$ cat src/rtl/clock_display_pkg.sv
// Shared types and constants for the clock display path.
// Blank code, set-field encodings and refresh FSM states.
package clock_display_pkg;

  // Decodes to all segments off in bcd_to_7seg.
  localparam logic [3:0] BLANK_CODE = 4'hF;

  typedef enum logic [1:0] {
    FIELD_NONE    = 2'd0,
    FIELD_HOURS   = 2'd1,
    FIELD_MINUTES = 2'd2,
    FIELD_SECONDS = 2'd3
  } set_field_e;

  typedef enum logic [2:0] {
    ST_IDLE,
    ST_LOAD,
    ST_START,
    ST_WAIT_ACK,
    ST_WAIT_DONE
  } state_e;

  function automatic logic bcd_ok(input logic [7:0] v);
    return (v[7:4] <= 4'd9) && (v[3:0] <= 4'd9);
  endfunction

endpackage

$ cat src/rtl/hours_12h_conv.sv
// 24 h BCD hours to 12 h BCD hours with PM flag.
// Invalid input reports valid=0, pm=0 and blank digits.
module hours_12h_conv
  import clock_display_pkg::*;
(
  input  logic [7:0] hours_bcd,
  output logic [7:0] hours_12_bcd,
  output logic       pm,
  output logic       valid
);

  logic [6:0] bin;
  logic [6:0] adj;

  always_comb begin
    valid = bcd_ok(hours_bcd) && (hours_bcd <= 8'h23);
    bin = 7'(hours_bcd[7:4]) * 7'd10 + 7'(hours_bcd[3:0]);
    adj = bin;
    hours_12_bcd = hours_bcd;
    pm = 1'b0;
    if (!valid) begin
      hours_12_bcd = {BLANK_CODE, BLANK_CODE};
    end else if (bin == 7'd0) begin
      hours_12_bcd = 8'h12;
    end else if (bin >= 7'd12) begin
      pm = 1'b1;
      adj = (bin == 7'd12) ? 7'd12 : bin - 7'd12;
      if (adj >= 7'd10)
        hours_12_bcd = {4'd1, 4'(adj - 7'd10)};
      else
        hours_12_bcd = {4'd0, adj[3:0]};
    end
  end

endmodule

$ cat src/rtl/display_refresh_ctrl.sv
// Snapshots and formats BCD time for output_wrapper.
// One start strobe per update; outputs frozen while busy.
module display_refresh_ctrl
  import clock_display_pkg::*;
#(
  parameter int unsigned SYS_CLK_HZ = 50_000_000,
  parameter int unsigned REFRESH_HZ = 100,
  parameter int unsigned BLINK_HZ   = 2
) (
  input  logic       i_clk,
  input  logic       i_reset,
  input  logic       i_display_en,
  input  logic       i_time_stb,
  input  logic       i_mode_12h,
  input  logic [1:0] i_set_field,
  input  logic [7:0] i_hours_bcd,
  input  logic [7:0] i_minutes_bcd,
  input  logic [7:0] i_seconds_bcd,
  input  logic       i_busy,
  output logic       o_start_stb,
  output logic       o_en,
  output logic [3:0] o_hours_msb,
  output logic [3:0] o_hours_lsb,
  output logic [3:0] o_minutes_msb,
  output logic [3:0] o_minutes_lsb,
  output logic [3:0] o_seconds_msb,
  output logic [3:0] o_seconds_lsb,
  output logic       o_dp_hours1,
  output logic       o_dp_hours2,
  output logic       o_dp_minutes1,
  output logic       o_dp_minutes2,
  output logic       o_dp_seconds1,
  output logic       o_dp_seconds2
);

  localparam int unsigned REF_MAX = SYS_CLK_HZ / REFRESH_HZ - 1;
  localparam int unsigned BLK_MAX = SYS_CLK_HZ / (2 * BLINK_HZ) - 1;
  localparam int REF_W = (REF_MAX > 0) ? $clog2(REF_MAX + 1) : 1;
  localparam int BLK_W = (BLK_MAX > 0) ? $clog2(BLK_MAX + 1) : 1;

  state_e           state_q, state_d;
  logic [REF_W-1:0] ref_cnt;
  logic [BLK_W-1:0] blk_cnt;
  logic [1:0]       ack_cnt;
  logic             pending, blink_phase;
  logic             prev_en, prev_mode;
  logic [1:0]       prev_field;
  logic             refresh_tick, blink_tick, set_evt;

  assign refresh_tick = (ref_cnt == REF_W'(REF_MAX));
  assign blink_tick   = (blk_cnt == BLK_W'(BLK_MAX));
  assign set_evt = refresh_tick | blink_tick | i_time_stb
                 | (i_display_en != prev_en)
                 | (i_mode_12h != prev_mode)
                 | (i_set_field != prev_field);

  always_ff @(posedge i_clk) begin
    if (i_reset) begin
      state_q     <= ST_IDLE;
      ref_cnt     <= '0;
      blk_cnt     <= '0;
      ack_cnt     <= '0;
      pending     <= 1'b1;
      blink_phase <= 1'b1;
      prev_en     <= 1'b0;
      prev_mode   <= 1'b0;
      prev_field  <= 2'd0;
    end else begin
      state_q    <= state_d;
      ref_cnt    <= refresh_tick ? '0 : ref_cnt + REF_W'(1);
      blk_cnt    <= blink_tick ? '0 : blk_cnt + BLK_W'(1);
      prev_en    <= i_display_en;
      prev_mode  <= i_mode_12h;
      prev_field <= i_set_field;
      if (blink_tick)
        blink_phase <= ~blink_phase;
      // A new event in the LOAD cycle must survive the clear.
      pending <= set_evt | (pending & (state_q != ST_LOAD));
      if (state_q == ST_START)
        ack_cnt <= '0;
      else if (state_q == ST_WAIT_ACK)
        ack_cnt <= ack_cnt + 2'd1;
    end
  end

  always_comb begin
    state_d = state_q;
    case (state_q)
      ST_IDLE:      if (pending && !i_busy) state_d = ST_LOAD;
      ST_LOAD:      state_d = ST_START;
      ST_START:     state_d = ST_WAIT_ACK;
      ST_WAIT_ACK: begin
        if (i_busy)               state_d = ST_WAIT_DONE;
        else if (ack_cnt == 2'd3) state_d = ST_IDLE;
      end
      ST_WAIT_DONE: if (!i_busy) state_d = ST_IDLE;
      default:      state_d = ST_IDLE;
    endcase
  end

  logic [7:0] h12;
  logic       h_pm, h_valid;

  hours_12h_conv u_conv (
    .hours_bcd   (i_hours_bcd),
    .hours_12_bcd(h12),
    .pm          (h_pm),
    .valid       (h_valid)
  );

  set_field_e field;
  logic       blank_now, colon_d, pm_d;
  logic [7:0] hours_d, minutes_d, seconds_d;

  always_comb begin
    field     = set_field_e'(i_set_field);
    blank_now = ~blink_phase;
    hours_d   = i_mode_12h ? h12 : i_hours_bcd;
    minutes_d = i_minutes_bcd;
    seconds_d = i_seconds_bcd;
    if (i_mode_12h && hours_d[7:4] == 4'd0)
      hours_d[7:4] = BLANK_CODE;
    if (!h_valid || (blank_now && field == FIELD_HOURS))
      hours_d = {BLANK_CODE, BLANK_CODE};
    if (!bcd_ok(i_minutes_bcd) || (blank_now && field == FIELD_MINUTES))
      minutes_d = {BLANK_CODE, BLANK_CODE};
    if (!bcd_ok(i_seconds_bcd) || (blank_now && field == FIELD_SECONDS))
      seconds_d = {BLANK_CODE, BLANK_CODE};
    colon_d = (field != FIELD_NONE) || !i_seconds_bcd[0];
    pm_d    = i_mode_12h && h_pm;
  end

  always_ff @(posedge i_clk) begin
    if (i_reset) begin
      o_start_stb   <= 1'b0;
      o_en          <= 1'b0;
      o_hours_msb   <= '0;
      o_hours_lsb   <= '0;
      o_minutes_msb <= '0;
      o_minutes_lsb <= '0;
      o_seconds_msb <= '0;
      o_seconds_lsb <= '0;
      o_dp_hours2   <= 1'b0;
      o_dp_minutes2 <= 1'b0;
      o_dp_seconds2 <= 1'b0;
    end else begin
      o_start_stb <= (state_d == ST_START);
      if (state_q == ST_LOAD) begin
        o_en          <= i_display_en;
        o_hours_msb   <= hours_d[7:4];
        o_hours_lsb   <= hours_d[3:0];
        o_minutes_msb <= minutes_d[7:4];
        o_minutes_lsb <= minutes_d[3:0];
        o_seconds_msb <= seconds_d[7:4];
        o_seconds_lsb <= seconds_d[3:0];
        o_dp_hours2   <= colon_d;
        o_dp_minutes2 <= colon_d;
        o_dp_seconds2 <= pm_d;
      end
    end
  end

  assign o_dp_hours1   = 1'b0;
  assign o_dp_minutes1 = 1'b0;
  assign o_dp_seconds1 = 1'b0;

endmodule

$ cat config.mk
export PLATFORM = sky130hd
export DESIGN_NAME = display_refresh_ctrl
export DESIGN_NICKNAME = d
export VERILOG_FILES = /design/src/rtl/clock_display_pkg.sv /design/src/rtl/hours_12h_conv.sv /design/src/rtl/display_refresh_ctrl.sv
export SDC_FILE = /design/constraint.sdc
export NUM_CORES = 1
export LEC_CHECK = 0
export BUFFER_PORTS_ARGS = -buffer_cell sky130_fd_sc_hd__buf_2
export CAP_MARGIN = 0
export CELL_PAD_IN_SITES_DETAIL_PLACEMENT = 1
export CELL_PAD_IN_SITES_GLOBAL_PLACEMENT = 2
export CORE_ASPECT_RATIO = 1.4
export CORE_MARGIN = 2
export CORE_UTILIZATION = 31
export DETAILED_ROUTE_END_ITERATION = 8
export PLACE_DENSITY_LB_ADDON = 0.1
export SYNTH_ARGS = -nofsm -noshare
export SYNTH_HDL_FRONTEND = slang
export SYNTH_HIERARCHICAL = 1
export SYNTH_SLANG_ARGS = --single-unit
$ cat constraint.sdc
create_clock -name i_clk -period 3.3 [get_ports i_clk]
set_input_delay 0.165 -clock i_clk [delete_from_list [all_inputs] [get_ports i_clk]]
set_output_delay 0.165 -clock i_clk [all_outputs]
set_load 0.1 [all_outputs]
Yosys cells after proc, flatten, opt, wreduce, memory -nomap -nowiden
Index checks and enable logic that the tools add are counted.
{"block": "totals", "in_bits": 32, "wordCells": 103, "ff_bits": 82}
{"block": "op_classes", "n_mux": 18, "magnitude_cmp": 9, "reduce_logical": 26, "n_addsub": 6, "eq_ne": 16, "mul": 1, "bitwise_logic": 8}
{"operator": "8-bit 2-to-1 mux", "count": 7}
{"operator": "24-bit by 1-bit adder with 24-bit output, second input constant", "count": 1}
{"operator": "24-bit equality test, second input constant", "count": 1}
{"operator": "4-bit <= comparator, second input constant", "count": 6}
{"operator": "19-bit by 1-bit adder with 19-bit output, second input constant", "count": 1}
{"operator": "19-bit equality test, second input constant", "count": 1}
{"operator": "3-bit case mux with 5 select lines", "count": 1}
{"operator": "7-bit by 4-bit greater-or-equal comparator with 1-bit output, second input constant", "count": 2}
{"operator": "3-bit 2-to-1 mux", "count": 4}
{"operator": "1-bit logical AND", "count": 10}
{"operator": "3-bit by 2-bit equality test with 1-bit output, second input constant", "count": 3}
{"operator": "8-bit by 6-bit <= comparator with 1-bit output, second input constant", "count": 1}
{"operator": "7-bit by 4-bit adder with 7-bit output", "count": 1}
{"operator": "7-bit by 4-bit equality test with 1-bit output, second input constant", "count": 1}
{"operator": "7-bit zero test", "count": 1}
{"operator": "7-bit 2-to-1 mux", "count": 1}
{"operator": "7-bit by 4-bit subtractor with 7-bit output, second input constant", "count": 1}
{"operator": "2-bit equality test, second input constant", "count": 3}
{"operator": "4-bit by 3-bit multiplier with 6-bit output, second input constant", "count": 1}
{"operator": "1-bit bitwise OR", "count": 6}
{"operator": "2-bit OR reduction", "count": 3}
{"operator": "1-bit zero test", "count": 5}
{"operator": "5-bit 2-to-1 mux", "count": 1}
{"operator": "4-bit zero test", "count": 1}
{"operator": "other kinds (15)", "count": 21}

Longest topological paths before layout
{"block": "logic_depth", "depth_word": 14, "ltp_mapped": 15}

Cells and area by module
Netlist, hierarchy kept.
{"module": "display_refresh_ctrl", "n_inst": 1, "area_each_um2": 3559.7, "cells_each": 411}
{"module": "hours_12h_conv", "n_inst": 1, "area_each_um2": 573.0, "cells_each": 74}

Worst setup path after synthesis
No wires, ideal clock.
{"block": "synth_path", "kind": "input-to-reg", "startpoint": "in i_hours_bcd[5]", "endpoint": "reg o_hours_msb[0]", "path_buffers": 0, "path_stages": 12, "arrival_time_ns": 3.346, "required_ns": 3.214, "setup_ns": 0.086, "slack_ns": -0.131, "path_cell_list": "ha_1 > ha_1 > fa_1 > and2b_1 > a32oi_2 > or4b_1 > a32o_1 > a22o_1 > a21o_2 > nand2b_1 > o41a_1 > a211oi_1"}
{"block": "synth_between", "elab_chain_cells": 14, "word_cells_on_any_way": 23}
{"item": "start, declared", "line": "display_refresh_ctrl.sv:16", "source": "input logic [7:0] i_hours_bcd,"}
{"item": "4-bit by 3-bit multiplier with 6-bit output", "line": "hours_12h_conv.sv:17", "source": "bin = 7'(hours_bcd[7:4]) * 7'd10 + 7'(hours_bcd[3:0]);"}
{"item": "7-bit by 4-bit adder with 7-bit output", "line": "hours_12h_conv.sv:17"}
{"item": "7-bit by 4-bit subtractor with 7-bit output / 7-bit by 4-bit equality test with 1-bit output (equally long branches)", "line": "hours_12h_conv.sv:27", "source": "adj = (bin == 7'd12) ? 7'd12 : bin - 7'd12;"}
{"item": "7-bit 2-to-1 mux", "line": "hours_12h_conv.sv:27"}
{"item": "7-bit by 4-bit greater-or-equal comparator with 1-bit output", "line": "hours_12h_conv.sv:28", "source": "if (adj >= 7'd10)"}
{"item": "5-bit 2-to-1 mux", "line": "hours_12h_conv.sv:28"}
{"item": "8-bit 2-to-1 mux", "line": "hours_12h_conv.sv:25", "source": "end else if (bin >= 7'd12) begin"}
{"item": "8-bit 2-to-1 mux", "line": "hours_12h_conv.sv:23", "source": "end else if (bin == 7'd0) begin"}
{"item": "8-bit 2-to-1 mux *", "line": "hours_12h_conv.sv:21", "source": "if (!valid) begin"}
{"item": "named net h12[4]", "line": "display_refresh_ctrl.sv:101", "source": "logic [7:0] h12;"}
{"item": "8-bit 2-to-1 mux *", "line": "display_refresh_ctrl.sv:118", "source": "hours_d = i_mode_12h ? h12 : i_hours_bcd;"}
{"item": "4-bit zero test", "line": "display_refresh_ctrl.sv:121", "source": "if (i_mode_12h && hours_d[7:4] == 4'd0)"}
{"item": "1-bit logical AND", "line": "display_refresh_ctrl.sv:121"}
{"item": "4-bit 2-to-1 mux *", "line": "display_refresh_ctrl.sv:121"}
{"item": "8-bit 2-to-1 mux *", "line": "display_refresh_ctrl.sv:123", "source": "if (!h_valid || (blank_now && field == FIELD_HOURS))"}
{"item": "end signal, assigned", "line": "display_refresh_ctrl.sv:150", "source": "o_hours_msb <= hours_d[7:4];"}
{"item": "end, declared", "line": "display_refresh_ctrl.sv:22", "source": "output logic [3:0] o_hours_msb,"}
The timed path passes the listed nets; every way through them passes the cells marked *.
A chain may end at the register's enable or synchronous reset.

Worst setup path after layout
{"block": "layout_path", "startpoint": "in i_hours_bcd[5]", "endpoint": "reg o_hours_msb[2]"}
{"block": "layout_between", "elab_chain_cells": 14, "word_cells_on_any_way": 23}
{"item": "4-bit by 3-bit multiplier with 6-bit output", "line": "hours_12h_conv.sv:17"}
{"item": "7-bit by 4-bit adder with 7-bit output", "line": "hours_12h_conv.sv:17"}
{"item": "7-bit by 4-bit subtractor with 7-bit output / 7-bit by 4-bit equality test with 1-bit output (equally long branches)", "line": "hours_12h_conv.sv:27"}
{"item": "7-bit 2-to-1 mux", "line": "hours_12h_conv.sv:27"}
{"item": "7-bit by 4-bit greater-or-equal comparator with 1-bit output", "line": "hours_12h_conv.sv:28"}
{"item": "5-bit 2-to-1 mux", "line": "hours_12h_conv.sv:28"}
{"item": "8-bit 2-to-1 mux", "line": "hours_12h_conv.sv:25"}
{"item": "8-bit 2-to-1 mux", "line": "hours_12h_conv.sv:23"}
{"item": "8-bit 2-to-1 mux *", "line": "hours_12h_conv.sv:21"}
{"item": "named net h12[4]", "line": "display_refresh_ctrl.sv:101"}
{"item": "8-bit 2-to-1 mux *", "line": "display_refresh_ctrl.sv:118"}
{"item": "4-bit zero test *", "line": "display_refresh_ctrl.sv:121"}
{"item": "1-bit logical AND *", "line": "display_refresh_ctrl.sv:121"}
{"item": "4-bit 2-to-1 mux *", "line": "display_refresh_ctrl.sv:121"}
{"item": "8-bit 2-to-1 mux *", "line": "display_refresh_ctrl.sv:123"}
Marks and branches as above.

==> flow_metrics.env <==
export IMPL_insertedDiodeCount=0
export IMPL_leakagePower_nw=2.00
export IMPL_grt_pass1_vias=3876
export IMPL_pre_cts_slack_ns=-0.420
export IMPL_nets=605
export IMPL_core_region_area_um2=12900
export IMPL_crit_cells=13
export IMPL_power_density_nw_per_um2=529
export IMPL_yosys_warnings=6
export IMPL_multi_input_area_um2=2390
export IMPL_critPathSlowestCell="fa_2"
export IMPL_root_buffer="clkbuf_16"
export IMPL_floorplan_initialDensity=0.319
export IMPL_final_max_slew_viol_count=0
export IMPL_track_usage=0.160
export IMPL_layout_common_cells="82 x dfxtp_1, 80 x nor2_1, 58 x buf_2"
export IMPL_tightest_slew_ns=0.881
export IMPL_die_area_um2=14300
export IMPL_netlist_instances=485
export IMPL_fill_cells=1537
export IMPL_setup_viol=2
export IMPL_max_cap_violations=0
export IMPL_antenna_found_initial=0
export IMPL_synth_area_leaders="dfxtp_1 40%, nor2_1 7.3%, ha_1 3.9%, xnor2_1 3.2%, xor2_1 3.2%"
export IMPL_syn_to_final_growth_pct=23.3
export IMPL_cts_htree_levels=3
export IMPL_async_flop_share=0
export IMPL_io_buffer_count=60
export IMPL_outcome="finished with violations"
export IMPL_path_clk_slew_ns=0.06
export IMPL_reg2reg_depth=5
export IMPL_first_pass_iters=4
export IMPL_cp_end_kind="flip-flop"
export IMPL_rows=49
export IMPL_overflow=0
export IMPL_cp_slowest_stage_delay_ns=0.55
export IMPL_hpwlAfterDp_mm=7.98
export IMPL_die_h_um=141
export IMPL_hold_viol_final=0
export IMPL_critPathMaxFanout=4
export IMPL_violations="negative setup slack"
export IMPL_ant_nets=0
export IMPL_yosys_register_bits=82
export IMPL_cp_cell_sequence="buf_8 -> ha_4 -> ha_4 -> fa_2 -> and2b_1 -> a32oi_2 -> or4b_4 -> a32o_2 -> a22o_1 -> a21o_2 -> nand2b_4 -> o41a_1 -> a211oi_1"
export IMPL_rsz0062_at_grt="yes"
export IMPL_fin_cells=741
export IMPL_grt_pass1_wl_mm=18.5
export IMPL_numCtsBuffers=9
export IMPL_routabilityCongestion=0.829
export IMPL_netlist_area_leader_share=0.397
export IMPL_min_path_type="in -> reg"
export IMPL_syn_avg_cell_area_um2=8.52
export IMPL_whs_path_depth=2
export IMPL_period_needed_ns=3.34
export IMPL_final_common_cell="dfxtp_1"
export IMPL_ios=64
export IMPL_fin_crit_sh=1.01
export IMPL_num_vias=3704
export IMPL_crit_top_cell="ha_4"
export IMPL_wl_mm=10.8
export IMPL_cp_num_buf_inv=1
export IMPL_clk_latency_ns=0.34
export IMPL_clk_path_buf_depth=2
export IMPL_regArea_um2=1640
export IMPL_cp_data_required_time_ns=3.54
export IMPL_cts_tree="done"
export IMPL_clock_sinks=82
export IMPL_fp_dieW_um=102
export IMPL_grt_max_degree=45
export IMPL_drc_errors=0
export IMPL_clock_skew_ns=0.00656
export IMPL_placed_cells=724
export IMPL_yosysSeqAreaShare=0.397
export IMPL_synth_edf_count=0
export IMPL_wl_per_cell_um=14.6
export IMPL_critPathKind="in -> reg"
export IMPL_synth_largest_area_cell="dfxtp_1"
export IMPL_setup_ws_ns=-0.0397
export IMPL_synthFlopType="dfxtp_1"
export IMPL_drt_iter0_drc=65
export IMPL_slew_headroom=0.413
export IMPL_cts_hold_buffers=0
export IMPL_netlist_area_um2=4130
export IMPL_arrival_ns=3.58
export IMPL_timing_fmax_ghz=0.299
export IMPL_synthDistinctLibCells=65
export IMPL_startpoint_type="input pin"
export IMPL_layout_drive_gt1_share=0.222
export IMPL_viasPerCell=5.00
export IMPL_cp_top_family="compound AO/OA/AOI/OAI gates"
export IMPL_ir_drop_v=0.000241
synthesized netlist by cell type, types with 3 or more instances:
cell and n:
xor2_1 15, nor3_1 20, o31ai_1 5, or4_1 6
dfxtp_1 82, xnor2_1 15, buf_4 4, nor2b_1 4
o21a_1 3, a211oi_1 11, nand3_1 21, o21ai_0 22
and3_1 3, clkbuf_1 15, nand2_1 21, buf_2 5
nand4_1 12, nand4b_1 3, nor4b_1 4, inv_1 16
and4_1 5, or2_2 3, nor3b_1 4, nor2_1 80
mux2i_1 10, or3_1 14, ha_1 13, a21oi_1 24
metrics by stage:
stage	power (mW)	instance area (um^2)	hold WS (ns)	utilization	setup TNS, ns
floorplan	1.59	4170	0.275	-	-0.156
finish	2.69	5090	0.0304	0.394	-0.0404
global route	2.83	5090	0.0336	0.394	-0.355
detailed placement	1.78	4770	0.378	0.368	-2.17
CTS	2.72	5040	0.0148	0.389	0
global placement	1.77	4770	0.377	0.368	-1.28
power breakdown:
part,internal [mW],switching (mW),leakage (nW),total (mW)
combinational,0.213,0.488,1.20,0.701
clock,0.514,0.412,0.130,0.926
sequential,1.04,0.0307,0.668,1.07
final timing paths:
| check | slack (ns) | end | from |
|---|---|---|---|
| max | -0.04 | o_hours_msb[2] | i_hours_bcd[5] |
| min | 0.03 | o_dp_minutes2 | i_seconds_bcd[0] |
| max reg2reg | 1.19 | ref_cnt[5] | ref_cnt[0] |
| min reg2reg | 0.46 | ack_cnt[1] | ack_cnt[1] |
registers in the layout, indices dropped and copies added, names as in the netlist, 2 cells and up:
register	count
o_seconds_lsb	4
blk_cnt	24
o_seconds_msb	4
o_hours_msb	4
o_minutes_lsb	4
o_hours_lsb	4
ack_cnt	2
state_q	3
o_minutes_msb	4
prev_field	2
ref_cnt	19
worst reg2reg max path, delay by kind of cell, from the launching register on:
kind	cells	cell delay, ns
compound gates	1	0.67
simple gates	3	0.66
flops	1	0.40
fa+ha+maj	1	0.24
metal layers:
| layer | global-route usage | vias up | share of wire |
|---|---|---|---|
| met2 | 0.276 | 55 | 0.50 |
| met4 | 0.0590 | 0 | 0.020 |
| li1 | - | 1868 | - |
| met1 | 0.192 | 1760 | 0.45 |
| met3 | 0.0332 | 21 | 0.035 |
| met5 | 0 | - | 0 |
cell type report:
| cell class | instances | share of cell area |
|---|---|---|
| multi-input cells | 364 | 0.470 |
| flip-flops and latches | 82 | 0.322 |
| repair buffers | 85 | 0.0990 |
| clock buffers | 11 | 0.0457 |
| well taps | 178 | 0.0437 |
| inverters | 16 | 0.0118 |
| clock inverters | 5 | 0.00761 |
logic make-up (layout without fill, tap and decap cells):
kind of cell             count (synthesis)  after routing  synth area share
AO/OA/AOI/OAI                           86             86             0.138
multiplexers                            10             10            0.0242
flip-flops                              82             82             0.397
buffers and inverters                   41            117            0.0424
adder cells (fa/ha/maj)                 15             15            0.0490
XOR/XNOR                                31             31            0.0693
other                                    1              3          0.000907
AND/OR/NAND/NOR                        219            219             0.279
repair_timing:
action | CTS | global route
endpoints found under the setup margin | 1 | 6
buffers inserted | 0 | 1
gates resized for setup | 1 | 13
pin swaps | 0 | 3
Note: power is estimated with default switching activity, not from simulation.
